### src/rtl/full_adder_8b.sv
// full_adder_8b: registered ripple-carry adder {cout,s} = a + b + cin with signed overflow and zero flags
// Ports: clk, rst (sync, active-high), in_valid, a, b, cin -> s, cout, ovf, zero, out_valid
// Define FULL_ADDER_8B_PIPE2_EN to split the carry chain into two pipeline stages (latency 2 instead of 1)
module fa_cell (
    input  logic a,
    input  logic b,
    input  logic ci,
    output logic s,
    output logic co
);
    assign s  = a ^ b ^ ci;
    assign co = (a & b) | (ci & (a ^ b));
endmodule

module full_adder_8b #(
    parameter int WIDTH = 8
) (
    input  logic             clk,
    input  logic             rst,
    input  logic             in_valid,
    input  logic [WIDTH-1:0] a,
    input  logic [WIDTH-1:0] b,
    input  logic             cin,
    output logic [WIDTH-1:0] s,
    output logic             cout,
    output logic             ovf,
    output logic             zero,
    output logic             out_valid
);
    logic [WIDTH-1:0] sum;
    logic             co;
    logic             ov;
    logic             v;
`ifdef FULL_ADDER_8B_PIPE2_EN
    localparam int LO = WIDTH / 2;
    localparam int HI = WIDTH - LO;
    logic [LO:0]   lc;
    logic [LO-1:0] ls;
    logic [LO-1:0] s1_lo;
    logic          s1_c;
    logic [HI-1:0] s1_a;
    logic [HI-1:0] s1_b;
    logic          s1_v;
    logic [HI:0]   hc;
    logic [HI-1:0] hs;
    assign lc[0] = cin;
    for (genvar i = 0; i < LO; i++) begin : g_lo
        fa_cell u_cell (.a(a[i]), .b(b[i]), .ci(lc[i]), .s(ls[i]), .co(lc[i+1]));
    end
    always_ff @(posedge clk) begin
        if (rst) begin
            s1_v  <= 1'b0;
            s1_lo <= '0;
            s1_c  <= 1'b0;
            s1_a  <= '0;
            s1_b  <= '0;
        end else begin
            s1_v <= in_valid;
            if (in_valid) begin
                s1_lo <= ls;
                s1_c  <= lc[LO];
                s1_a  <= a[WIDTH-1:LO];
                s1_b  <= b[WIDTH-1:LO];
            end
        end
    end
    // high half resumes the chain from the registered low-half carry
    assign hc[0] = s1_c;
    for (genvar j = 0; j < HI; j++) begin : g_hi
        fa_cell u_cell (.a(s1_a[j]), .b(s1_b[j]), .ci(hc[j]), .s(hs[j]), .co(hc[j+1]));
    end
    assign sum = {hs, s1_lo};
    assign co  = hc[HI];
    assign ov  = hc[HI] ^ hc[HI-1];
    assign v   = s1_v;
`else
    logic [WIDTH:0] c;
    assign c[0] = cin;
    for (genvar i = 0; i < WIDTH; i++) begin : g_bit
        fa_cell u_cell (.a(a[i]), .b(b[i]), .ci(c[i]), .s(sum[i]), .co(c[i+1]));
    end
    assign co = c[WIDTH];
    assign ov = c[WIDTH] ^ c[WIDTH-1];
    assign v  = in_valid;
`endif
    always_ff @(posedge clk) begin
        if (rst) begin
            s         <= '0;
            cout      <= 1'b0;
            ovf       <= 1'b0;
            zero      <= 1'b1;
            out_valid <= 1'b0;
        end else begin
            out_valid <= v;
            if (v) begin
                s    <= sum;
                cout <= co;
                ovf  <= ov;
                zero <= (sum == '0);
            end
        end
    end
endmodule

### config.mk
export PLATFORM = sky130hd
export DESIGN_NAME = full_adder_8b
export DESIGN_NICKNAME = d
export VERILOG_FILES = /design/src/rtl/full_adder_8b.sv
export SDC_FILE = /design/constraint.sdc
export NUM_CORES = 1
export LEC_CHECK = 0
export BUFFER_PORTS_ARGS = -buffer_cell sky130_fd_sc_hd__buf_2
export CAP_MARGIN = 5
export CORE_MARGIN = 1.5
export CORE_UTILIZATION = 40
export CTS_BUF_LIST = sky130_fd_sc_hd__clkbuf_4 sky130_fd_sc_hd__clkbuf_8
export DETAILED_ROUTE_END_ITERATION = 7
export GPL_ROUTABILITY_DRIVEN = 0
export PLACE_DENSITY_LB_ADDON = 0.25
export SKIP_LAST_GASP = 1
export SLEW_MARGIN = 20
export SYNTH_ARGS = -nofsm -noshare
export SYNTH_HDL_FRONTEND = slang
export SYNTH_SLANG_ARGS = --single-unit
### constraint.sdc
create_clock -name clk -period 4.6 [get_ports clk]
set_clock_uncertainty 0.05 [all_clocks]
set_input_delay 0.92 -clock clk [delete_from_list [all_inputs] [get_ports clk]]
set_output_delay 0.92 -clock clk [all_outputs]
set_load 0.005 [all_outputs]
=== After elaboration in Yosys (flattened, before gate mapping) ===
Cells that the tools add are included.

* Bits in registers: 12
* Output and inout port bits: 12
* Input bits: 20

* Bitwise gates (word level): 41
* Reduce and logical (&&, ||, !) cells: 1

{| class="wikitable"
|+ Operator list
! cell !! count
|-
| $xor A1 B1 Y1 || 17
|-
| $and A1 B1 Y1 || 16
|-
| $logic_not A8 Y1 || 1
|-
| $or A1 B1 Y1 || 8
|}

=== Depth between registers and ports, before layout ===
Gate-level depths: netlist (run 1).

* Depth in word-level cells: 18
* Depth in mapped cells: 16
* Mapped depth without buffers: 16

=== By module ===
Synthesis (run 1) repeated with hierarchy kept, for this count alone.

* Cell total of the unflattened synthesis: 49
* Area total of the unflattened synthesis: 623.1 µm²

{| class="wikitable"
|+ Modules (own cells, without submodules)
! module !! area each (µm²) !! instances !! cells an instance
|-
| full_adder_8b || 462.9 || 1 || 41
|-
| fa_cell || 20.0 || 8 || 1
|}

=== Least setup slack after synthesis (run 1) ===
Ideal clock, no wire load.

* Path kind: input to register
* Start: input port a[0]
* End: register zero
* Path slack: 0.381 ns
* Setup time: 0.119 ns
* Data required time: 4.431 ns
* Arrival: 4.050 ns
* Stages on the path: 16
* Path through: inv_1 > fa_1 > inv_1 > fa_1 > fa_1 > fa_1 > inv_1 > fa_1 > inv_1 > fa_1 > fa_1 > inv_1 > fa_1 > nor2b_1 > nand4_1 > o21ai_1

* Cells in the longest elaborated chain, start to end: 17

{| class="wikitable"
|+ Ends and longest elaborated chain
! item !! RTL line !! source
|-
| start, declared || 21 || <nowiki>input logic [WIDTH-1:0] a,</nowiki>
|-
| $xor A1 B1 Y1 || 11, 12 ||
|-
| $and A1 B1 Y1 || 12 || <nowiki>assign co = (a & b) | (ci & (a ^ b));</nowiki>
|-
| $or A1 B1 Y1 || 12 ||
|-
| $and A1 B1 Y1 || 12 ||
|-
| $or A1 B1 Y1 || 12 ||
|-
| $and A1 B1 Y1 || 12 ||
|-
| $or A1 B1 Y1 || 12 ||
|-
| $and A1 B1 Y1 || 12 ||
|-
| $or A1 B1 Y1 || 12 ||
|-
| $and A1 B1 Y1 || 12 ||
|-
| $or A1 B1 Y1 || 12 ||
|-
| $and A1 B1 Y1 || 12 ||
|-
| $or A1 B1 Y1 || 12 ||
|-
| $and A1 B1 Y1 || 12 ||
|-
| $or A1 B1 Y1 || 12 ||
|-
| $xor A1 B1 Y1 || 11 || <nowiki>assign s = a ^ b ^ ci;</nowiki>
|-
| $logic_not A8 Y1 * || 99 || <nowiki>zero <= (sum == '0);</nowiki>
|-
| end signal, assigned || 99 ||
|-
| end, declared || 27 || <nowiki>output logic zero,</nowiki>
|}

Mark *: on every way between the ends. The rest lies on a longest branch, timed or not.
A chain may end at the register's enable or synchronous reset.

=== Worst setup path after layout (run 1) ===
Ends and elaborated chain as after synthesis.

==> results.txt, run 1 <==
----------------------------------------------------
[Run status]
  Status ... completed

[Final layout]
  Final Instance Count excl. Fillers ... 110
  Proportion of layout cells with a drive suffix above 1 ... 38.3%
  Area growth syn-to-layout ... 26.7%
  Commonest non-fill, non-tap cell in the layout ... sky130_fd_sc_hd__buf_2
  Highest-count cells in the layout ignoring fill and taps ... sky130_fd_sc_hd__buf_2, sky130_fd_sc_hd__inv_1, sky130_fd_sc_hd__dfxtp_1
  Number of antenna repair diodes ... 0
  Area taken by flip-flops and latches ... 240 sq um
  Area of the multi-input gates ... 335 sq um
  Layout Nets ... 123
  Filler cell count in the final layout ... 143

[Critical path]
  Reg2Reg Depth ... 2
  Data required time at the worst endpoint ... 4720 ps
  Critical path data arrival time ... 4300 ps
  Critical path class ... input pin to flop
  Critical path's largest stage delay ... 430 ps
  Element type at the critical path start ... input pin
  Crit path capture type ... flop
  Setup slack of the worst register-to-register path ... 3910 ps
  Worst flop-to-flop path startpoint ... s[4]
  Crit path max-delay cell type ... sky130_fd_sc_hd__fa_1
  Worst-path fanout max ... 2
  Endpoint of the worst-slack reg-to-reg timing path ... s[4]
  Cell mode on critical path ... sky130_fd_sc_hd__fa_1
  Cell-by-cell listing of the critical path ... buf_2 -> inv_1 -> fa_1 -> inv_1 -> fa_1 -> fa_1 -> fa_1 -> inv_1 -> fa_1 -> inv_1 -> fa_1 -> fa_1 -> inv_1 -> fa_1 -> nor2b_1 -> nand4_1 -> o21ai_1

[Global route]
  Wire length of the first global-routing pass ... 1.97 mm
  Number of global-route vias before repair ... 475
  Global routing usage summed across all routing layers ... 14.2%
  Grt total ovfl ... 0
  Number of antenna violations at the first check in global routing ... 0
  Largest net degree at the start of global routing ... 16

[Floorplan]
  Horizontal die dimension ... 43.5 um
  Number of placement rows ... 14
  Initial core utilization ... 43.1%
  DIE AREA ... 1890 sq um
  Area of the core region ... 1520 sq um
  Top-level port count ... 32
  Die boundary height ... 43.5 um

[Routing]
  Total Wirelength ... 1.16 mm
  Post-detailed-route via-to-cell ratio ... 4.70
  WL per Instance ... 10.6 um
  Number of detailed-route iterations in the first pass ... 4
  Routed vias ... 517
  Iteration-0 DRC Markers ... 4
  DRC violations left ... 0
  Antenna Violating Nets Remaining ... 0

[STA]
  Final setup TNS ... 0 ps
  Setup violations, final ... 0
  Min cycle time layout ... 4180 ps
  Slew at the pin with the worst max-slew slack ... 326 ps
  Peak clock frequency supported by timing ... 239 MHz
  Tcrit/Tclk final ... 90.9%
  Final count of hold timing violations ... 0
  Unrepaired setup endpoints after global routing ... false
  Relative slew margins ... 78.2%
  Max-slew violation total from the final report ... 0

[Worst hold path]
  Hold Path End ... s[0]
  Kind of path behind the tightest hold check ... flop to flop
  Hold Crit Depth ... 2
  Hold Startpoint ... s[0]

[Yosys]
  Number of synthesized register bits ... 12
  Total number of yosys warnings ... 0
  Netlist cell types ... 15
  Post-Syn Area ... 657 sq um
  Number of nets produced by synthesis ... 90
  Part of the Yosys area used for sequential elements ... 36.6%
  Post-Synthesis Mean Instance Area ... 10.6 sq um
  Post-Syn Instances ... 62

[Power]
  Peak ir drop on the vdd network ... 0.160 mV
  Leakage ... 0.443 nW
  Power per cell area ... 326 nW/um^2

[Clocking]
  Gates resized, CTS repair ... 0
  TritonCTS clock tree ... built
  Clock-pin slew reported for the worst setup and hold paths after clock tree synthesis ... 80 ps
  Count of hold buffers inserted by post-cts repair ... 0
  CTS Buf Count ... 3
  Sink Count ... 12
  Number of buffers on the longest clock path ... 2
  Clock tree root buffer cell ... sky130_fd_sc_hd__clkbuf_4
  CTS H-Tree Depth ... 1
  Clock latency reported for the late side of the worst-skew pair ... 270 ps
  Post-CTS setup repair buffer count ... 0

[Placed design]
  Number of buffers added on ports ... 31
  HPWL after DPL ... 914 um
  DP Cell Count ... 106

[Flow run]
  Reported max-cap violation count ... 0

----------------------------------------------------
==> state kept, by name, summed over array words and instances, names as in the netlist <==
register and flops:
zero 1, ovf 1, out_valid 1, s 8, cout 1
==> routing by layer <==
layer  GRT usage (%)  vias to the layer above  part of all wire, %
met3            2.50                        2                  4.9
met2            21.2                       19                   48
met1            18.4                      238                   45
met5               0                        -                    0
li1                -                      258                    -
met4            10.9                        0                  1.6
==> worst max-delay path by stage <==
stage / startpoint / endpoint
after floorplan: a[0] / zero
after global placement: a[0] / zero
after detailed placement: a[0] / zero
after CTS: a[0] / zero
after global routing: a[0] / zero
final: a[0] / zero
==> power breakdown <==
| group | switching, W | internal [W] | leakage (nW) | total [W] |
|---|---|---|---|---|
| clock network | 0.0000366 | 0.0000481 | 0.0210 | 0.0000847 |
| registers | 0.00000467 | 0.000114 | 0.0996 | 0.000119 |
| logic | 0.0000334 | 0.0000345 | 0.322 | 0.0000679 |
==> worst max-delay path: cells and delay by family <==
| family | cells | cell delay (ps) |
|---|---|---|
| compound gates | 1 | 60 |
| fa+ha+maj | 8 | 2670 |
| buf+inv | 6 | 420 |
| simple gates | 2 | 230 |
==> layout make-up <==
cell class / instances / area share [%]
Multi-Input combinational cell: 35 / 40.3
Tap cell: 16 / 2.41
Timing Repair Buffer: 31 / 18.6
Inverter: 12 / 5.41
Clock buffer: 4 / 4.36
Sequential cell: 12 / 28.9
==> cell usage after synthesis <==
cell type,instances,area (sq um)
sky130_fd_sc_hd__nor4_2,1,12.5
sky130_fd_sc_hd__xnor2_1,1,8.76
sky130_fd_sc_hd__nand4_1,1,6.26
sky130_fd_sc_hd__dfxtp_1,12,240
sky130_fd_sc_hd__nor2_1,11,41.3
sky130_fd_sc_hd__mux2i_1,6,60.1
sky130_fd_sc_hd__buf_2,1,5.00
sky130_fd_sc_hd__o21ai_1,1,5.00
sky130_fd_sc_hd__fa_1,8,160
sky130_fd_sc_hd__nor2b_1,1,6.26
sky130_fd_sc_hd__a211oi_1,4,30.0
sky130_fd_sc_hd__buf_6,1,11.3
sky130_fd_sc_hd__a21oi_1,1,5.00
sky130_fd_sc_hd__buf_12,1,20.0
sky130_fd_sc_hd__inv_1,12,45.0
==> stage by stage <==
stage / hold slack (ps) / worst slack, ps / utilization [%] / cell area, sq um / power [W]
after CTS: 428 / 405 / 54.6 / 832 / 0.000274
final: 423 / 417 / 54.6 / 832 / 0.000271
after floorplan: 416 / 381 / - / 657 / 0.000164
after global routing: 460 / 217 / 54.6 / 832 / 0.000289
after detailed placement: 417 / 110 / 52.2 / 796 / 0.000189
after global placement: 410 / 147 / 52.2 / 796 / 0.000187
==> kinds of logic (layout without fill, tap and decap cells) <==
logic type	count (synthesis)	count (layout)	synth area share, %
flops	12	12	36.6
simple gates	14	14	10.1
fa+ha+maj	8	8	24.4
xor+xnor	1	1	1.33
buf+inv	15	47	12.4
compound gates	6	6	6.09
mux	6	6	9.14
Power figures use the tool's default switching activity.
==> run 2: changes to the inputs <==
--- a/config.mk
+++ b/config.mk
@@ -8,12 +8,11 @@
 export BUFFER_PORTS_ARGS = -buffer_cell sky130_fd_sc_hd__buf_2
 export CAP_MARGIN = 5
 export CORE_MARGIN = 1.5
-export CORE_UTILIZATION = 40
+export CORE_UTILIZATION = 45
 export CTS_BUF_LIST = sky130_fd_sc_hd__clkbuf_4 sky130_fd_sc_hd__clkbuf_8
 export DETAILED_ROUTE_END_ITERATION = 7
 export GPL_ROUTABILITY_DRIVEN = 0
 export PLACE_DENSITY_LB_ADDON = 0.25
-export SKIP_LAST_GASP = 1
 export SLEW_MARGIN = 20
 export SYNTH_ARGS = -nofsm -noshare
 export SYNTH_HDL_FRONTEND = slang
==> results.txt, run 2 (synthesis results as in run 1) <==
----------------------------------------------------
[Run status]
  Status ... completed (unchanged)

[Final layout]
  Area taken by flip-flops and latches ... 240 sq um (unchanged)
  Post-Route Utilization ... 62.3% (was 54.6%)
  Number of antenna repair diodes ... 0 (unchanged)
  Most flop-heavy register ... s (unchanged)
  Area of the multi-input gates ... 335 sq um (unchanged)
  Filler cell count in the final layout ... 123 (was 143)
  Layout Nets ... 123 (unchanged)
  Area growth syn-to-layout ... 26.5% (was 26.7%)
  Proportion of layout cells with a drive suffix above 1 ... 38.3% (unchanged)
  Number of flip-flops under the largest register name ... 8 (unchanged)
  Highest-count cells in the layout ignoring fill and taps ... sky130_fd_sc_hd__buf_2, sky130_fd_sc_hd__inv_1, sky130_fd_sc_hd__dfxtp_1 (unchanged)
  Commonest non-fill, non-tap cell in the layout ... sky130_fd_sc_hd__buf_2 (unchanged)

[Placed design]
  HPWL after DPL ... 945 um (was 914 um)
  Post-Place Setup Slack ... 125 ps (was 110 ps)
  Number of buffers added on ports ... 31 (unchanged)

[Floorplan]
  Initial core utilization ... 49.2% (was 43.1%)
  Number of placement rows ... 13 (was 14)
  Area of the core region ... 1330 sq um (was 1520 sq um)
  Top-level port count ... 32 (unchanged)
  Horizontal die dimension ... 41.2 um (was 43.5 um)
  Die boundary height ... 41.2 um (was 43.5 um)
  DIE AREA ... 1700 sq um (was 1890 sq um)

[Clocking]
  CTS H-Tree Depth ... 1 (unchanged)
  Gates resized, CTS repair ... 0 (unchanged)
  Number of buffers on the longest clock path ... 2 (unchanged)
  TritonCTS clock tree ... built (unchanged)
  Sink Count ... 12 (unchanged)
  Clock-pin slew reported for the worst setup and hold paths after clock tree synthesis ... 80 ps (about the same)
  Clock tree root buffer cell ... sky130_fd_sc_hd__clkbuf_4 (unchanged)
  Post-CTS setup repair buffer count ... 0 (unchanged)
  Clock latency reported for the late side of the worst-skew pair ... 260 ps (was 270 ps)
  CTS Buf Count ... 3 (unchanged)
  Count of hold buffers inserted by post-cts repair ... 0 (unchanged)

[STA]
  Final count of hold timing violations ... 0 (unchanged)
  Unrepaired setup endpoints after global routing ... false (unchanged)
  Slew at the pin with the worst max-slew slack ... 320 ps (was 326 ps)
  Min cycle time layout ... 4190 ps (was 4180 ps)
  Minimum setup slack in the final design ... 411 ps (was 417 ps)
  Peak clock frequency supported by timing ... 239 MHz (about the same)
  Max-slew violation total from the final report ... 0 (unchanged)
  Worst hold slack ... 428 ps (was 423 ps)
  Relative slew margins ... 78.7% (was 78.2%)
  Tcrit/Tclk final ... 91.1% (was 90.9%)
  Setup violations, final ... 0 (unchanged)
  Final setup TNS ... 0 ps (unchanged)

[Global route]
  Number of global-route vias before repair ... 424 (was 475)
  Wire length of the first global-routing pass ... 1.70 mm (was 1.97 mm)
  Number of antenna violations at the first check in global routing ... 0 (unchanged)
  GRT met3 Usage ... 3.26% (was 2.50%)
  Global-route track usage on met2 ... 23.0% (was 21.2%)
  Most crowded layer after global routing ... met2 (unchanged)
  GR Util met1 ... 20.9% (was 18.4%)
  Global routing usage summed across all routing layers ... 15.7% (was 14.2%)
  Largest net degree at the start of global routing ... 16 (unchanged)
  Grt total ovfl ... 0 (unchanged)

[Routing]
  WL per Instance ... 10.3 um (was 10.6 um)
  DRC violations left ... 0 (unchanged)
  Total Wirelength ... 1.12 mm (was 1.16 mm)
  Iteration-0 DRC Markers ... 4 (unchanged)
  Antenna Violating Nets Remaining ... 0 (unchanged)
  Number of detailed-route iterations in the first pass ... 4 (unchanged)
  Post-detailed-route via-to-cell ratio ... 4.63 (was 4.70)
  Routed vias ... 505 (was 517)

[Critical path]
  Critical path's largest stage delay ... 420 ps (was 430 ps)
  Element type at the critical path start ... input pin (unchanged)
  Crit path capture type ... flop (unchanged)
  Data required time at the worst endpoint ... 4710 ps (was 4720 ps)
  Cell mode on critical path ... sky130_fd_sc_hd__fa_1 (unchanged)
  Crit path max-delay cell type ... sky130_fd_sc_hd__fa_1 (unchanged)
  Worst-path fanout max ... 2 (unchanged)
  Cell-by-cell listing of the critical path ... buf_2 -> inv_1 -> fa_1 -> inv_1 -> fa_1 -> fa_1 -> fa_1 -> inv_1 -> fa_1 -> inv_1 -> fa_1 -> fa_1 -> inv_1 -> fa_1 -> nor2b_1 -> nand4_1 -> o21ai_1 (unchanged)
  Critical path data arrival time ... 4290 ps (was 4300 ps)
  Critical path class ... input pin to flop (unchanged)

[Power]
  PnR Total Power ... 0.000269 W (was 0.000271 W)
  Peak ir drop on the vdd network ... 0.141 mV (was 0.160 mV)
  Leakage ... 0.443 nW (unchanged)
  Power per cell area ... 323 nW/um^2 (was 326 nW/um^2)

[Flow run]
  Reported max-cap violation count ... 0 (unchanged)

[Worst hold path]
  Kind of path behind the tightest hold check ... flop to flop (unchanged)

----------------------------------------------------
## run 2: cell counts in the layout (fill, tap and decap cells not counted)
Identical to the previous run, type by type.
## run 2: worst paths after layout
check	startpoint	to	slack (ps)	depth (start not counted)
hold / removal	s[0]	s[0]	430	2
setup / recovery	a[0]	zero	410	17
setup reg to reg	s[4]	s[4]	3860	2
hold reg to reg	s[0]	s[0]	430	2
## run 2: worst max-delay path: cells and delay by family
kind / cells / cell delay, ps
buffers and inverters: 6 / 440
AND/OR/NAND/NOR: 2 / 230
adder cells (fa/ha/maj): 8 / 2660
AO/OA/AOI/OAI: 1 / 60
## run 2: layout make-up
| class | instances | area share (%) |
|---|---|---|
| tap | 15 | 2.26 |
| multi-input combinational | 35 | 40.4 |
| timing repair buffer | 31 | 18.7 |
| inverter | 12 | 5.42 |
| clock buffer | 4 | 4.37 |
| sequential | 12 | 28.9 |
## run 2: report_power, final
group	internal (W)	total, W	switching, W	leakage, nW
combinational	0.0000343	0.0000672	0.0000329	0.322
sequential	0.000114	0.000118	0.00000432	0.0996
clock	0.0000480	0.0000832	0.0000352	0.0210
total	0.000196	0.000269	0.0000724	0.443
## run 2: metrics by stage
step | area [sq um] | std cells
after floorplan | 657 | 62
after global placement | 795 | 105
after detailed placement | 795 | 105
after CTS | 831 | 109
after global routing | 831 | 109
final | 831 | 109
## run 2: routing by layer
metal  part of all wire [%]  vias to the layer above
li1                       -                      258
met2                     47                       20
met4                    1.1                        0
met1                     46                      225
met5                      0                        -
met3                    5.5                        2
